**src/rtl/exec_controller.sv**
```systemverilog
// exec_controller: gates the CPU execute enable from the rate tick.
// It supports free-run, single-step, halt and one instruction-pointer breakpoint,
// and counts the execute pulses it issues.
module exec_controller #(
  parameter int ADDR_W = 8,
  parameter int CNT_W  = 16
) (
  input  logic              clk,
  input  logic              resetn,
  input  logic              tick_in,
  input  logic              run_btn,
  input  logic              step_btn,
  input  logic              halt_btn,
  input  logic              bp_en,
  input  logic [ADDR_W-1:0] bp_addr,
  input  logic [ADDR_W-1:0] ip,
  output logic              cpu_enable,
  output logic [1:0]        state,
  output logic              bp_hit,
  output logic [CNT_W-1:0]  instr_count
);

  localparam logic [1:0] S_IDLE  = 2'b00;
  localparam logic [1:0] S_RUN   = 2'b01;
  localparam logic [1:0] S_STEP  = 2'b10;
  localparam logic [1:0] S_BREAK = 2'b11;

  logic       run_q;
  logic       step_q;
  logic       halt_q;
  logic       run_edge;
  logic       step_edge;
  logic       halt_edge;
  logic       skip_bp;
  logic       skip_bp_nx;
  logic       bp_match;
  logic       pulse;
  logic [1:0] state_nx;

  // Button history; reset to 1 so a button held through reset gives no edge.
  always_ff @(posedge clk or negedge resetn) begin
    if (!resetn) begin
      run_q  <= 1'b1;
      step_q <= 1'b1;
      halt_q <= 1'b1;
    end else begin
      run_q  <= run_btn;
      step_q <= step_btn;
      halt_q <= halt_btn;
    end
  end

  assign run_edge  = run_btn  & ~run_q;
  assign step_edge = step_btn & ~step_q;
  assign halt_edge = halt_btn & ~halt_q;

  // The breakpoint instruction is let through once after resuming from BREAK.
  assign bp_match = bp_en && (ip == bp_addr) && !skip_bp;

  // State register.
  always_ff @(posedge clk or negedge resetn) begin
    if (!resetn) begin
      state <= S_IDLE;
    end else begin
      state <= state_nx;
    end
  end

  // Next-state logic; halt outranks run, which outranks step.
  always_comb begin
    state_nx = state;
    case (state)
      S_IDLE: begin
        if (halt_edge) begin
          state_nx = S_IDLE;
        end else if (run_edge) begin
          state_nx = S_RUN;
        end else if (step_edge) begin
          state_nx = S_STEP;
        end else begin
          state_nx = S_IDLE;
        end
      end
      S_RUN: begin
        if (halt_edge) begin
          state_nx = S_IDLE;
        end else if (tick_in && bp_match) begin
          state_nx = S_BREAK;
        end else begin
          state_nx = S_RUN;
        end
      end
      S_STEP: begin
        if (halt_edge || tick_in) begin
          state_nx = S_IDLE;
        end else begin
          state_nx = S_STEP;
        end
      end
      S_BREAK: begin
        if (halt_edge) begin
          state_nx = S_IDLE;
        end else if (run_edge) begin
          state_nx = S_RUN;
        end else if (step_edge) begin
          state_nx = S_STEP;
        end else begin
          state_nx = S_BREAK;
        end
      end
      default: state_nx = S_IDLE;
    endcase
  end

  // Output decode: execute pulse request and next breakpoint-skip flag.
  always_comb begin
    pulse = 1'b0;
    case (state)
      S_IDLE:  pulse = 1'b0;
      S_RUN:   pulse = !halt_edge && tick_in && !bp_match;
      S_STEP:  pulse = !halt_edge && tick_in;
      S_BREAK: pulse = 1'b0;
      default: pulse = 1'b0;
    endcase

    if (pulse || (state_nx == S_IDLE)) begin
      skip_bp_nx = 1'b0;
    end else if ((state == S_BREAK) && (state_nx == S_RUN)) begin
      skip_bp_nx = 1'b1;
    end else begin
      skip_bp_nx = skip_bp;
    end
  end

  // Registered outputs and the wrapping instruction counter.
  always_ff @(posedge clk or negedge resetn) begin
    if (!resetn) begin
      cpu_enable  <= 1'b0;
      bp_hit      <= 1'b0;
      skip_bp     <= 1'b0;
      instr_count <= {CNT_W{1'b0}};
    end else begin
      cpu_enable  <= pulse;
      bp_hit      <= (state_nx == S_BREAK);
      skip_bp     <= skip_bp_nx;
      instr_count <= instr_count + {{(CNT_W-1){1'b0}}, pulse};
    end
  end

endmodule

```
**config.mk**
```make
export PLATFORM = sky130hd
export DESIGN_NAME = exec_controller
export DESIGN_NICKNAME = d
export VERILOG_FILES = /design/src/rtl/exec_controller.sv
export SDC_FILE = /design/constraint.sdc
export NUM_CORES = 1
export LEC_CHECK = 0
export BUFFER_PORTS_ARGS = -buffer_cell sky130_fd_sc_hd__buf_2
export CAP_MARGIN = 20
export CORE_AREA = 8 8 67 69
export DETAILED_ROUTE_END_ITERATION = 8
export DIE_AREA = 0 0 75 77
export GPL_TIMING_DRIVEN = 0
export PLACE_DENSITY = 0.65
export SLEW_MARGIN = 0
export SYNTH_ARGS = -nofsm -noshare
export SYNTH_HDL_FRONTEND = slang
export SYNTH_SLANG_ARGS = --single-unit
```
**constraint.sdc**
```tcl
create_clock -name clk -period 2.34 [get_ports clk]
set_input_delay 0.351 -clock clk [delete_from_list [all_inputs] [get_ports clk]]
set_output_delay 0.351 -clock clk [all_outputs]
set_load 0.05 [all_outputs]
```
==> summary.txt <==
Outcome
  – Status: finished clean

Worst setup path
  – Worst reg-to-reg setup slack: ~190 ps
  – FF-to-FF End: instr_count[15]
  – Critical path startpoint category: flip-flop
  – Critical path's slowest cell: dfrtp_2
  – Crit path to: instr_count[15]
  – CP Cell Sequence: clkbuf_1 -> and4b_1 -> nand3_1 -> and4_1 -> ha_4 -> nand4_2 -> nor4_4 -> nand3_2 -> xnor2_1
  – Critical Path RT: between 2000 and 3000 ps
  – Worst r2r src: state[0]
  – FF-to-FF path depth: 9
  – Worst-path fanout max: 8
  – CP Data Arrival Time: approximately 2400 ps
  – Crit Path Category: reg2reg
  – CP Capture Type: flip-flop
  – Largest stage delay, worst path: slightly above 400 ps
  – Critical Path Source: state[0]

Synth
  – FF+latch count, synth: 24
  – Syn nets: 127
  – Netlist cell types: 29
  – Yosys top cell area share: 0.4463
  – Most numerous cell in the Yosys netlist: dfrtp_1
  – Synth cell count leaders: dfrtp_1 (21), xor2_1 (12), xnor2_1 (11)
  – EDFF count, synth: 0
  – Synth top area cells: dfrtp_1 (45%), xor2_1 (8.9%), xnor2_1 (8.2%)
  – Post-Synthesis Cells: between 100 and 150
  – Sequential share of the synthesized area: 0.5133
  – Synthesized area per cell: approximately 12 µm²
  – Asr flop ratio synth: 1.000
  – Synth area leader: dfrtp_1
  – Netlist Area Pre-Place: between 0.001 and 0.0015 mm²
  – Top_reg_cell synth: dfrtp_1
  – Number of synthesis warnings: 0

Clocking
  – CTS buffer count: 3
  – Clk_lat worst skew: approximately 320 ps
  – H-tree Lvls: 1
  – Clock sink total: 24
  – Bufs on Longest Clock Path: 2
  – Clk root buf: clkbuf_4
  – Post CTS Setup Buffer Count: 0
  – TritonCTS clock tree: done
  – Reg clk slew, reported paths: 130 ps

Timing
  – Final Hold Vio Count: 0
  – Fmax: 0.4649 GHz
  – RSZ-0062 raised after global routing: false
  – Worst Tran Pin Value: 532.9 ps
  – Setup Skew: about 8.6 ps
  – Max_slew headroom: 0.6448
  – Final setup fails: 0
  – Tmin final: about 2200 ps
  – Slew Limit Fails: 0
  – Post-route clock period utilization: 0.9192

Floorplanning
  – Die Width: ~75 µm
  – Die footprint: just under 0.006 mm²
  – Initial core utilization: 0.3368
  – Die Y: 77 µm
  – Num ports: between 40 and 50
  – FP Rows: 22
  – Core region area: between 0.003 and 0.004 mm²

Routing
  – DRC viols: 0
  – Wire per inst: 12.92 µm
  – Vias/cell: between 4 and 5
  – Number of vias in the routed layout: about 930
  – Post-Route WL: 2.545 mm
  – Antenna-violating nets left: 0
  – Detailed Route Iter0 Violations: 26
  – First-pass iteration count of the detailed router: 4

Global route
  – Initial antenna violation count: 0
  – Tot GR Track Use: 0.09281
  – Global-route wire length before repair: around 4.2 mm
  – Vias in the first global route: roughly 960
  – Largest net degree at the start of global routing: 25
  – Grt total ovfl: 0

Cells and area
  – Non-filler cells in the finished layout: a little under 200
  – Layout area overhead: 29.22%
  – Share of post-route cells with drive strength above 1: 0.4027
  – Area of the multi-input gates: about 590 µm²
  – # fillers: 346
  – Design area: about 0.0015 mm²
  – NumNets Final: 175
  – Diodes inserted: 0
  – Core Util, Final: 0.4352
  – Reg area: between 600 and 700 µm²

Power and ir drop
  – VDD IR max: ~0.00048 V
  – Final Power: 1.217 mW
  – Leak Pwr: between 0.7 and 0.8 nW
  – Power Density: 799.7 mW/mm²

Min path
  – Type of the most critical hold path: in2reg
  – HP Start: step_btn

Placed design
  – HPWL Detailed: approximately 2.1 mm
  – Placed cell area: between 0.001 and 0.0015 mm²
  – Placed Instances: 192
  – Port bufs: 42
  – GP Congestion: ~0.76

Job
  – Maxcap violations: 0
## cell usage in the layout (no fill, tap or decap), types with 2 or more instances in the layout
cell and count:
xnor2_1 11, xor2_1 12, nor4_1 2, nand4_1 5, nand2b_1 3, nand2_1 3, dfrtp_1 19, ha_4 2
nor3_1 2, nand3_1 9, dfstp_2 3, dfrtp_2 2, buf_2 43, nand3_2 2, and4_1 2, and3_1 3
nor2b_1 3, o21ai_0 2, nor2_1 4, clkbuf_4 3, a21oi_1 2
## metrics by stage
stage | worst slack, ps | setup TNS, ps | hold WS [ps]
after CTS | 70.78 | 0 | 3.483
after detailed placement | -165.9 | -292.1 | 369.4
after global placement | -127.6 | -210.1 | 358.5
after global routing | 24.47 | 0 | 100.6
final | 189.1 | 0 | 132.5
after floorplan | 48.61 | 0 | 55.41
## final cells by class
cell class	count	share of cell area
clock buffers	4	0.02385
well taps	48	0.03947
inverters	1	0.002467
plain buffers	2	0.005757
multi-input cells	75	0.3849
repair buffers	43	0.1447
flip-flops and latches	24	0.3988
## state kept, by name, summed over array words and instances, names as in the netlist
register / count
instr_count: 16
bp_hit: 1
skip_bp: 1
cpu_enable: 1
step_q: 1
state: 2
halt_q: 1
run_q: 1
## worst min-delay path by stage
stage	cells past startpoint	endpoint
2_1_floorplan	0	bp_hit
3_3_place_gp	1	instr_count[9]
3_5_place_dp	1	instr_count[9]
4_1_cts	1	instr_count[12]
5_1_grt	1	halt_q
6_report	1	step_q
## worst max-delay path: cells and delay by family (launching register included)
family,cells,cell delay (ps)
adders and majority gates,1,200
xor gates and xnor gates,1,130
buffers and inverters,1,170
DFF,1,410
and+or+nand+nor,6,1150
## where the power goes
part | leakage, nW | total, mW | switching (mW) | internal, mW
combinational | 0.419 | 0.443 | 0.315 | 0.129
clock | 0.0210 | 0.216 | 0.121 | 0.0952
sequential | 0.311 | 0.557 | 0.0819 | 0.475
## per-layer routing
layer / vias up / track usage / share of wire
met5: - / 0 / 0
met4: 0 / 0.05294 / 0.023
met3: 5 / 0.02211 / 0.070
met2: 22 / 0.1514 / 0.50
met1: 445 / 0.1052 / 0.41
li1: 454 / - / -
## repair_timing
action                                  in CTS  in global routing
hold buffers                                 0                  1
endpoints found under the setup margin       2                  2
resized for setup                            2                  2
endpoints found under the hold margin        0                  4
## kinds of logic after synthesis
logic type	count (synthesis)	share of synthesized area
simple gates	42	0.2380
compound gates	8	0.04570
xor+xnor	23	0.1711
fa+ha+maj	2	0.02125
buf+inv	3	0.01062
flops	24	0.5133
No activity file was read; power rests on OpenSTA's default activity.
